[config.mk]
export PLATFORM = sky130hd
export DESIGN_NAME = pulse_stretcher_flat
export DESIGN_NICKNAME = d
export VERILOG_FILES = /design/src/rtl/pulse_stretcher_if.sv /design/src/rtl/pulse_stretcher.sv /design/src/flat_wrapper.sv
export SDC_FILE = /design/constraint.sdc
export NUM_CORES = 1
export LEC_CHECK = 0
export ABC_AREA = 1
export BUFFER_PORTS_ARGS = -buffer_cell sky130_fd_sc_hd__buf_2
export CORE_MARGIN = 2
export CORE_UTILIZATION = 60
export CTS_BUF_LIST = sky130_fd_sc_hd__clkbuf_8
export DETAILED_ROUTE_END_ITERATION = 6
export HOLD_SLACK_MARGIN = 0.05
export PLACE_DENSITY = 0.79
export SLEW_MARGIN = 10
export SYNTH_ARGS = -nofsm -noshare
export SYNTH_HDL_FRONTEND = slang
export SYNTH_SLANG_ARGS = --single-unit
export TNS_END_PERCENT = 30
[constraint.sdc]
create_clock -name clk -period 2.7 [get_ports clk]
set_clock_uncertainty 0.05 [all_clocks]
set_input_delay 0 -clock clk [delete_from_list [all_inputs] [get_ports clk]]
set_output_delay 0 -clock clk [all_outputs]
set_load 0.01 [all_outputs]
[src/rtl/pulse_stretcher_if.sv]
// Event/level bundle between an event source and the pulse stretcher.
//   trig    : single-cycle event strobe (source -> stretcher)
//   ovf_clr : clears the sticky overflow flag (source -> stretcher)
//   O       : stretched output level (stretcher -> pin side)
//   busy    : stretcher is not idle
//   pend    : number of queued events
//   ovf     : sticky "event dropped" flag
interface pulse_stretcher_if #(
  parameter int unsigned PEND_WIDTH = 4
);
  logic                  trig;
  logic                  ovf_clr;
  logic                  O;
  logic                  busy;
  logic [PEND_WIDTH-1:0] pend;
  logic                  ovf;

  modport master (
    output trig,
    output ovf_clr,
    input  O,
    input  busy,
    input  pend,
    input  ovf
  );

  modport slave (
    input  trig,
    input  ovf_clr,
    output O,
    output busy,
    output pend,
    output ovf
  );
endinterface

[src/rtl/pulse_stretcher.sv]
// Turns single-cycle event strobes into clean output pulses with a guaranteed
// minimum high time (ON_CYCLES) and minimum low gap (OFF_CYCLES). Events that
// arrive during a pulse or gap are queued in a saturating counter and replayed.
// Ports:
//   clk   : rising-edge clock
//   rst_n : asynchronous active-low reset
//   bus   : slave side of pulse_stretcher_if (trig/ovf_clr in, O/busy/pend/ovf out)
module pulse_stretcher #(
  parameter int unsigned WIDTH      = 20,
  parameter int unsigned ON_CYCLES  = 500000,
  parameter int unsigned OFF_CYCLES = 500000,
  parameter int unsigned PEND_WIDTH = 4
) (
  input  logic               clk,
  input  logic               rst_n,
  pulse_stretcher_if.slave   bus
);

  localparam logic [WIDTH-1:0]      ON_LAST  = WIDTH'(ON_CYCLES - 1);
  localparam logic [WIDTH-1:0]      OFF_LAST = WIDTH'(OFF_CYCLES - 1);
  localparam logic [PEND_WIDTH-1:0] PEND_MAX = {PEND_WIDTH{1'b1}};

  typedef enum logic [1:0] {
    ST_IDLE = 2'd0,
    ST_ON   = 2'd1,
    ST_GAP  = 2'd2
  } state_e;

  state_e                state_q, state_d;
  logic [WIDTH-1:0]      cnt_q, cnt_d;
  logic                  o_q, o_d;
  logic                  busy_q, busy_d;
  logic [PEND_WIDTH-1:0] pend_q, pend_d;
  logic                  ovf_q, ovf_d;

  logic on_last_c;
  logic gap_last_c;
  logic pend_nz_c;

  assign on_last_c  = (cnt_q == ON_LAST);
  assign gap_last_c = (cnt_q == OFF_LAST);
  assign pend_nz_c  = (pend_q != '0);

  // State and output registers
  always_ff @(posedge clk or negedge rst_n) begin
    if (!rst_n) begin
      state_q <= ST_IDLE;
      cnt_q   <= '0;
      o_q     <= 1'b0;
      busy_q  <= 1'b0;
      pend_q  <= '0;
      ovf_q   <= 1'b0;
    end else begin
      state_q <= state_d;
      cnt_q   <= cnt_d;
      o_q     <= o_d;
      busy_q  <= busy_d;
      pend_q  <= pend_d;
      ovf_q   <= ovf_d;
    end
  end

  // Next state and timing counter; the counter is always reloaded on a
  // terminal count so it never wraps.
  always_comb begin
    state_d = state_q;
    cnt_d   = cnt_q;
    unique case (state_q)
      ST_IDLE: begin
        if (bus.trig) begin
          state_d = ST_ON;
          cnt_d   = '0;
        end
      end
      ST_ON: begin
        if (on_last_c) begin
          state_d = ST_GAP;
          cnt_d   = '0;
        end else begin
          cnt_d = cnt_q + WIDTH'(1);
        end
      end
      ST_GAP: begin
        if (gap_last_c) begin
          state_d = (pend_nz_c || bus.trig) ? ST_ON : ST_IDLE;
          cnt_d   = '0;
        end else begin
          cnt_d = cnt_q + WIDTH'(1);
        end
      end
      default: begin
        state_d = ST_IDLE;
        cnt_d   = '0;
      end
    endcase
  end

  // Registered outputs, pending queue and overflow flag
  always_comb begin
    logic in_run;
    logic final_gap;
    logic pend_inc;
    logic pend_dec;
    logic ovf_set;

    o_d     = (state_d == ST_ON);
    busy_d  = (state_d != ST_IDLE);
    pend_d  = pend_q;
    ovf_set = 1'b0;

    in_run    = (state_q == ST_ON) || (state_q == ST_GAP);
    final_gap = (state_q == ST_GAP) && gap_last_c;
    // A trig on the last gap cycle with an empty queue launches the next
    // pulse directly and never enters the queue.
    pend_inc  = in_run && bus.trig && !(final_gap && !pend_nz_c);
    pend_dec  = final_gap && pend_nz_c;

    if (pend_inc && !pend_dec) begin
      if (pend_q == PEND_MAX) begin
        ovf_set = 1'b1;
      end else begin
        pend_d = pend_q + PEND_WIDTH'(1);
      end
    end else if (pend_dec && !pend_inc) begin
      pend_d = pend_q - PEND_WIDTH'(1);
    end

    // Set has priority over clear
    if (ovf_set) begin
      ovf_d = 1'b1;
    end else if (bus.ovf_clr) begin
      ovf_d = 1'b0;
    end else begin
      ovf_d = ovf_q;
    end
  end

  assign bus.O    = o_q;
  assign bus.busy = busy_q;
  assign bus.pend = pend_q;
  assign bus.ovf  = ovf_q;

endmodule

[src/flat_wrapper.sv]
// flat-port wrapper written by rule: the top's interface ports become plain ports
module pulse_stretcher_flat 
#(
  parameter int unsigned WIDTH      = 20,
  parameter int unsigned ON_CYCLES  = 500000,
  parameter int unsigned OFF_CYCLES = 500000,
  parameter int unsigned PEND_WIDTH = 4
)
  (clk, rst_n, bus_trig, bus_ovf_clr, bus_O, bus_busy, bus_pend, bus_ovf);
  pulse_stretcher_if #(.PEND_WIDTH(PEND_WIDTH)) bus_i ();
  input  logic clk;
  input  logic rst_n;
  input wire logic [$bits(bus_i.trig)-1:0] bus_trig;
  input wire logic [$bits(bus_i.ovf_clr)-1:0] bus_ovf_clr;
  output wire logic [$bits(bus_i.O)-1:0] bus_O;
  output wire logic [$bits(bus_i.busy)-1:0] bus_busy;
  output wire logic [$bits(bus_i.pend)-1:0] bus_pend;
  output wire logic [$bits(bus_i.ovf)-1:0] bus_ovf;
  assign bus_i.trig = bus_trig;
  assign bus_i.ovf_clr = bus_ovf_clr;
  assign bus_O = bus_i.O;
  assign bus_busy = bus_i.busy;
  assign bus_pend = bus_i.pend;
  assign bus_ovf = bus_i.ovf;
  pulse_stretcher #(.WIDTH(WIDTH), .ON_CYCLES(ON_CYCLES), .OFF_CYCLES(OFF_CYCLES), .PEND_WIDTH(PEND_WIDTH)) u_core (.clk(clk), .rst_n(rst_n), .bus(bus_i));
endmodule
==> metrics list, run 1 <==
- Total number of vias: about 1600
- Before antenna repair, the detailed router went through 4 iterations.
- The worst setup path is captured at a flop.
- The synthesized netlist occupies a cell area of ~1900 um2.
* Final Cycle Share: 0.852
- Internal power contribution: approximately 0.95 mW
* Antenna-violating nets left: 0
* Global route overflow: 0
* Synthesized netlist net count: about 260
- Peak supply drop: 0.000525 V
* Final total negative setup slack: 0 ns
- Final min period: around 2.3 ns
- The initial antenna violation count came to 0.
* Via density per instance: 5.21
* Clock tree from TritonCTS: yes
- The multi-input combinational cells in the finished layout cover a total of 1050 um2.
* Maximum number of pins on one net before global-route repair: 30
- In the global route stage, met1 resource usage came out at 0.343.
- Most heavily used metal layer in global routing: met2
- For this block, the initial DRC count from the detailed router was 140.
- Count of input and output buffers: 10
- Setup repair after global routing left no endpoint under its margin.
- Flops & latches, synth: 29
- In this design, the stage delay of the slowest critical-path cell is ~0.40 ns.
* Final max-slew violation count: 0
- Horizontal die dimension: 60.6 um
- Of the synthesized area, sequential elements account for 0.378.
* Number of antenna cells inserted: 0
- Area of the core: roughly 3100 um2
* Final WS setup: between 0.3 and 0.4 ns
- Fill cells in the final layout number 258.
- In this design, the critical path's most frequently occurring cell is sky130_fd_sc_hd__nand2_1.
- Proportion of power drawn by combinational gates: 0.365
- STA classifies the critical path startpoint as a flop.
- Drc violations: 0
* Root Buffer: sky130_fd_sc_hd__clkbuf_8
- Routed len/inst: 12.6 um
- Gp weighted congestion: ~0.85
* Kind of critical path: flop to flop
- Placed wire-length estimate: around 2900 um
- Post-placement worst setup slack: between 0.4 and 0.5 ns
* Die H: 60.6 um
- Required time reported for the critical path endpoint: 2.83 ns
* Number of buffers inserted during clock tree synthesis: 5
- Summing all flip-flop and latch instances after layout gives 726 um2.
* Number of global-route vias before repair: 1532
- Syn_area_per_cell: between 7 and 8 um2
- Timing-limited maximum frequency: 435 MHz
- Final setup fails: 0
- Slowest stage cell, crit path: sky130_fd_sc_hd__dfrtp_1
* Final Hold Viols: 0
- The initialized floorplan defines 20 standard-cell rows.
* Global-route wire length before repair: 6860 um
- In this run the power spent charging and discharging nets is 0.626 mW.
* Actual slew at the worst max-slew pin: 0.661 ns
- In the global route stage, met3 resource usage came out at 0.0576.
- In the global route stage, met2 resource usage came out at 0.401.
* Clock edge transition at the registers on the reported setup and hold paths: 0.07 ns
- After synthesis, the netlist uses 33 different library cells.
* Proportion of power drawn by the clock network: 0.254
- Part of the power in registers: 0.381
- # Post-CTS Setup Buffers: 0
- The H-tree generated during clock tree synthesis spans 2 levels.
* Normalized max-slew margin: 0.560
- Worst min-delay path class: primary input to flop
* Ratio of cells with drive above 1 in the final layout: 0.242
- At the later pin of the worst-skew pair, clock insertion delay measures 0.29 ns.
* Routed WL: between 3000 and 4000 um
- The area growth from synthesis to layout is 11.6%.
* Status: finished, final reports clean
- After technology mapping, the gate count stands at 245.
- The longest clock path from root to sink contains 2 buffers.
- Count of nets after finishing: 275
- Endpoint arrival time on the critical path: 2.44 ns
* Number of ports placed on the die boundary: 11
- The die covers roughly 3700 um2.
- GRT Total Usage: 0.255
- Of all nets on the critical path, the largest fanout is 5.
- In this run the power density over the cells is ~740 nW/um2.
* Effective utilization at floorplan: 0.630
- During synthesis, Yosys emitted a total of 0 warnings.
- Cell-by-cell listing of the critical path: inv_1 > ha_1 > nand2_1 > inv_1 > nand2_2 > ha_1 > nand2_1 > nand2_1 > a31oi_1 > inv_1 > nand2_1 > nand3_2 > nand2_1 > nand2_1
- Counting every sink on the clock net gives 29.
- Switching Fraction: 0.397
- The tool flagged a number of max-cap violations equal to 0.
- Static Leak: 1.04 nW
## path summary, 6_finish.rpt
path | from | slack, ns | endpoint | cells past startpoint
setup / recovery | u_core.state_q[0] | 0.40 | u_core.bus.pend[3] | 14
hold / removal | bus_trig | 0.09 | u_core.state_q[0] | 5
setup reg to reg | u_core.state_q[0] | 0.40 | u_core.bus.pend[3] | 14
hold reg to reg | u_core.bus.ovf | 0.48 | u_core.bus.ovf | 2
max in group asynchronous | rst_n | 1.94 | u_core.state_q[1] | 2
min in group asynchronous | rst_n | 0.23 | u_core.cnt_q[16] | 2
## kinds of logic after synthesis
logic type | Yosys count | synth area share
and+or+nand+nor | 140 | 0.396
buffers and inverters | 39 | 0.0781
DFF | 29 | 0.378
AOI/OAI and AO/OA | 24 | 0.0697
adders and majority gates | 8 | 0.0560
xor gates and xnor gates | 5 | 0.0228
## cells in the final DEF, fill, tap and decap left out, drive strengths merged, types with 3 or more instances in the layout
| cell type | Yosys | layout |
|---|---|---|
| a21oi | 10 | 10 |
| buf | 0 | 10 |
| clkbuf | 1 | 7 |
| clkinv | 2 | 3 |
| dfrtp | 29 | 29 |
| ha | 7 | 7 |
| inv | 36 | 36 |
| nand2 | 65 | 65 |
| nand3 | 15 | 15 |
| nand4 | 11 | 11 |
| nor2 | 37 | 37 |
| nor3 | 9 | 9 |
| nor3b | 3 | 3 |
| o21ai | 9 | 9 |
| xor2 | 4 | 4 |
## what timing repair did
action,CTS,global route
hold buffers,2,0
endpoints found under the hold margin,30,0
resized for setup,0,0
## power groups by stage
stage | registers (mW) | logic, mW | clock network, mW
3_5_place_dp | 0.608 | 0.576 | 0
4_1_cts | 0.600 | 0.582 | 0.411
6_report | 0.602 | 0.576 | 0.401
5_1_grt | 0.615 | 0.668 | 0.428
2_1_floorplan | 0.617 | 0.407 | 0
3_3_place_gp | 0.604 | 0.571 | 0
## area by class of cell
cell class	count	area share
Clock inverter	1	0.00233
Inverter	38	0.0683
Tap cell	44	0.0257
Sequential cell	29	0.338
Clock buffer	7	0.0449
Multi-Input combinational cell	177	0.488
Timing Repair Buffer	12	0.0327
## synth_stat cells, drive strengths merged
master   number  area, um2
ha            7       87.6
nand2        65        292
clkinv        2       8.75
o22ai         1       6.26
xor2          4       35.0
a2bb2oi       1       8.76
a21oi        10       50.1
o211ai        1       7.51
a31oi         2       12.5
nand3        15        110
fa            1       20.0
o21ai         9       48.8
clkbuf        1       3.75
xnor2         1       8.76
nor3b         3       32.5
nand4        11       87.6
nor2         37        174
nor3          9       65.1
dfrtp        29        726
inv          36        138
## state kept, by name, indices dropped and copies added, names as in the netlist
register         cells
u_core.bus.busy      1
u_core.bus.O         1
u_core.bus.pend      4
u_core.bus.ovf       1
u_core.state_q       2
u_core.cnt_q        20
## per-stage QoR
step | hold WS [ns] | cell area (um2) | instances | utilization | total power [mW]
detailed placement | 0.0172 | 2020 | 298 | 0.663 | 1.18
floorplan | -0.346 | 1920 | 245 | - | 1.02
CTS | 0.0882 | 2140 | 308 | 0.702 | 1.59
global route | 0.153 | 2140 | 308 | 0.702 | 1.71
global placement | 0.00476 | 2020 | 298 | 0.663 | 1.18
finish | 0.0872 | 2140 | 308 | 0.702 | 1.58
## worst max-delay path: cells and delay by family (launching register included)
kind	cells	cell delay, ns
and+or+nand+nor	8	0.59
buffers and inverters	3	0.27
adders and majority gates	2	0.69
AOI/OAI and AO/OA	1	0.17
DFF	1	0.40
## routing by layer
layer  share of wire  up-vias
met5               0        -
met4           0.024        0
met3           0.041        9
met2            0.45       36
met1            0.49      735
li1                -      825
Note: power is estimated with default switching activity, not from simulation.
==> inputs of run 2 (changes only) <==
CORE_ASPECT_RATIO = 0.6   (was unset)
CORE_UTILIZATION = 57   (was 60)
PLACE_DENSITY = 0.75   (was 0.79)
==> run 2 against run 1 <==
Compared with the run above:
- die area increased by 5.3%
- critical endpoint unchanged
- power is 1.6% lower
- sequential power about the same
- highest routed layer unchanged
==> metrics list, run 2 (synthesized netlist as in run 1, its figures left out) <==
* Status: finished, final reports clean (unchanged)
* Capturing element of the worst setup path: u_core.bus.pend[3] (unchanged)
- Max reg flops: 20 (unchanged)
- The top metal layer carrying routed signals was met4 (unchanged).
- The share of the clock period used by the worst path is 0.872 (was 0.852).
* Number of buffers inserted during clock tree synthesis: 5 (unchanged)
- The worst setup path startpoint is u_core.state_q[0] (unchanged).
* Minimum hold slack: 0.112 ns (was 0.0872 ns)
- Placed wire-length estimate: 3150 um (was 2860 um)
- Static Leak: 1.03 nW (was 1.04 nW)
* Normalized max-slew margin: 0.566 (was 0.560)
- Clock edge transition at the registers on the reported setup and hold paths: 0.06 ns (was 0.07 ns)
- The path class of the lowest-slack min-delay path was primary input to flop (unchanged).
- The most common cell type on the critical path is sky130_fd_sc_hd__nand2_1 (unchanged).
- The y dimension of the die was 49.0 um (was 60.6 um).
- Nature of the critical path endpoint: flop (unchanged)
* Drc violations: 0 (unchanged)
- The core region area is 3240 um2 (was 3050 um2).
- Endpoint arrival time on the critical path: 2.48 ns (was 2.44 ns)
* Clock tree from TritonCTS: yes (unchanged)
- Effective utilization at floorplan: 0.593 (was 0.630)
- The fraction of layout instances using a drive strength above 1 is 0.236 (was 0.242).
- The number of nets in the layout was 275 (unchanged).
* Category of the worst setup path launch point: flop (unchanged)
* Min-Delay Path Depth: 5 (unchanged)
* Final setup fails: 0 (unchanged)
- Total number of vias: 1634 (was 1605)
- The pre-CTS setup slack was 0.396 ns (was 0.419 ns).
* Detailed-routing wirelength on met1: 2190 um (was 1900 um)
* Total power draw: 1.55 mW (was 1.58 mW)
* Cell-by-cell listing of the critical path: inv_1 > ha_1 > nand2_1 > inv_1 > nand2_2 > ha_1 > nand2_1 > nand2_1 > a31oi_1 > inv_1 > nand2_1 > nand3_2 > nand2_1 > nand2_1 (unchanged)
- The global router's overall resource usage came to 0.249 (was 0.255).
- The final period demand of the worst path is 2.36 ns (was 2.30 ns).
- The initial antenna violation count was 0 (unchanged).
- Register with the highest flop count: u_core.cnt_q (unchanged)
- The number of buffers added on ports came to 10 (unchanged).
- Placement-stage cell area: 2020 um2 (about the same)
* Peak supply drop: 0.000655 V (was 0.000525 V)
- The count of maximum capacitance violations was 0 (unchanged).
- The critical path required time came to 2.83 ns (about the same).
- Unrepaired setup endpoints after global routing: false (unchanged)
- Met3 WL post-DR: 298 um (was 159 um)
* Gp weighted congestion: 0.892 (was 0.850)
- The cell with the biggest individual delay on the critical path is sky130_fd_sc_hd__dfrtp_1 (unchanged).
- Number of antenna cells inserted: 0 (unchanged)
- Iter 0 DRT Violations: 144 (was 140)
- The area of all placed cells without fillers came to 2130 um2 (was 2140 um2).
- The number of detailed-routing iterations run before antenna repair came to 4 (unchanged).
- The number of rows in the core area came to 16 (was 20).
* Number of ports placed on the die boundary: 11 (unchanged)
* Power Density: 729 nW/um2 (was 736 nW/um2)
- The count of final max-slew check failures was 0 (unchanged).
* Clock latency reported for the late side of the worst-skew pair: 0.29 ns (about the same)
* Via density per instance: 5.31 (was 5.21)
* R2R cell count: 14 (unchanged)
* Routed WL: 4220 um (was 3890 um)
* Endpoint of the worst register-to-register path: u_core.bus.pend[3] (unchanged)
- The final hold violation count came to 0 (unchanged).
* Timing-limited maximum frequency: 425 MHz (was 435 MHz)
* Global-route wire length before repair: 7370 um (was 6860 um)
- Slack of the worst reg-to-reg path: 0.34 ns (was 0.40 ns)
- The transition at the pin with the smallest max-transition slack came to 0.651 ns (was 0.661 ns).
- The clock tree root driver cell was sky130_fd_sc_hd__clkbuf_8 (unchanged).
* Final WS setup: 0.345 ns (was 0.399 ns)
- Total Die Area: 3870 um2 (was 3670 um2)
- The number of global-route vias before repair came to 1545 (was 1532).
- Antenna-violating nets left: 0 (unchanged)
* Sinks on the clock net: 29 (unchanged)
- The number of buffers on the longest clock path came to 2 (unchanged).
- # resized after CTS: 0 (unchanged)
- Final total negative setup slack: 0 ns (unchanged)
- Routed len/inst: 13.7 um (was 12.6 um)
- Number of H-tree levels: 2 (unchanged)
- Met2 wire len: 1670 um (was 1730 um)
- The launch instance of the worst register-to-register path was u_core.state_q[0] (unchanged).
* Biggest cell delay along the critical path: 0.41 ns (was 0.40 ns)
- The global route total overflow was 0 (unchanged).
- Leading cell types in the layout, fill and taps excluded: sky130_fd_sc_hd__nand2_1 (54), sky130_fd_sc_hd__nor2_1 (29), sky130_fd_sc_hd__dfrtp_1 (29), sky130_fd_sc_hd__inv_1 (28) (was sky130_fd_sc_hd__nand2_1 (54), sky130_fd_sc_hd__nor2_1 (29), sky130_fd_sc_hd__dfrtp_1 (29), sky130_fd_sc_hd__inv_1 (27)).
- Most common library cell in the layout ignoring fill and taps: sky130_fd_sc_hd__nand2_1 (unchanged)
* Maximum number of pins on one net before global-route repair: 30 (unchanged)
- The area growth from synthesis to layout was 10.9% (was 11.6%).
* Kind of critical path: flop to flop (unchanged)
- Horizontal die dimension: 79.0 um (was 60.6 um)
- The largest fanout on the critical path came to 5 (unchanged).
## run 2: worst max-delay path, delay by kind of cell, from the launching register on
kind | cells | cell delay (ns)
AND/OR/NAND/NOR | 8 | 0.60
AO/OA/AOI/OAI | 1 | 0.17
adder cells (fa/ha/maj) | 2 | 0.72
flip-flops | 1 | 0.41
buffers and inverters | 3 | 0.30
## run 2: layer usage
layer / track usage / up-vias
met5: 0 / -
met2: 0.322 / 40
li1: - / 823
met1: 0.394 / 763
met4: 0.0948 / 0
met3: 0.0611 / 8
## run 2: where the power goes
part           switching [mW]  total, mW  internal (mW)  leakage, nW
sequential             0.0885      0.602          0.513        0.387
combinational           0.386      0.595          0.209        0.597
clock                   0.159      0.356          0.198       0.0485
total                   0.633       1.55          0.920         1.03
## run 2: timing repair
action | CTS | global route
endpoints found under the hold margin | 30 | 0
setup buffers | 0 | 0
hold buffers | 2 | 0
## run 2: stage by stage
step | util | std cells
global route | 0.657 | 308
detailed placement | 0.624 | 299
finish | 0.657 | 308
global placement | 0.624 | 299
floorplan | - | 245
CTS | 0.657 | 308
## run 2: worst min path at each step
stage,start,endpoint,slack [ns]
final,bus_trig,u_core.bus.busy,0.11
after global routing,bus_trig,u_core.state_q[0],0.16
after CTS,bus_trig,u_core.bus.busy,0.11
after detailed placement,rst_n,u_core.cnt_q[6],0.01
after global placement,rst_n,u_core.cnt_q[6],0.01
after floorplan,rst_n,u_core.bus.O,-0.35
## run 2: area by class of cell
cell class              instances  area, um2
well taps                      45       56.3
repair buffers                 12       70.1
flip-flops and latches         29        726
multi-input cells             177       1050
fillers                       297       1110
clock buffers                   6       82.6
clock inverters                 1       3.75
inverters                      38        146
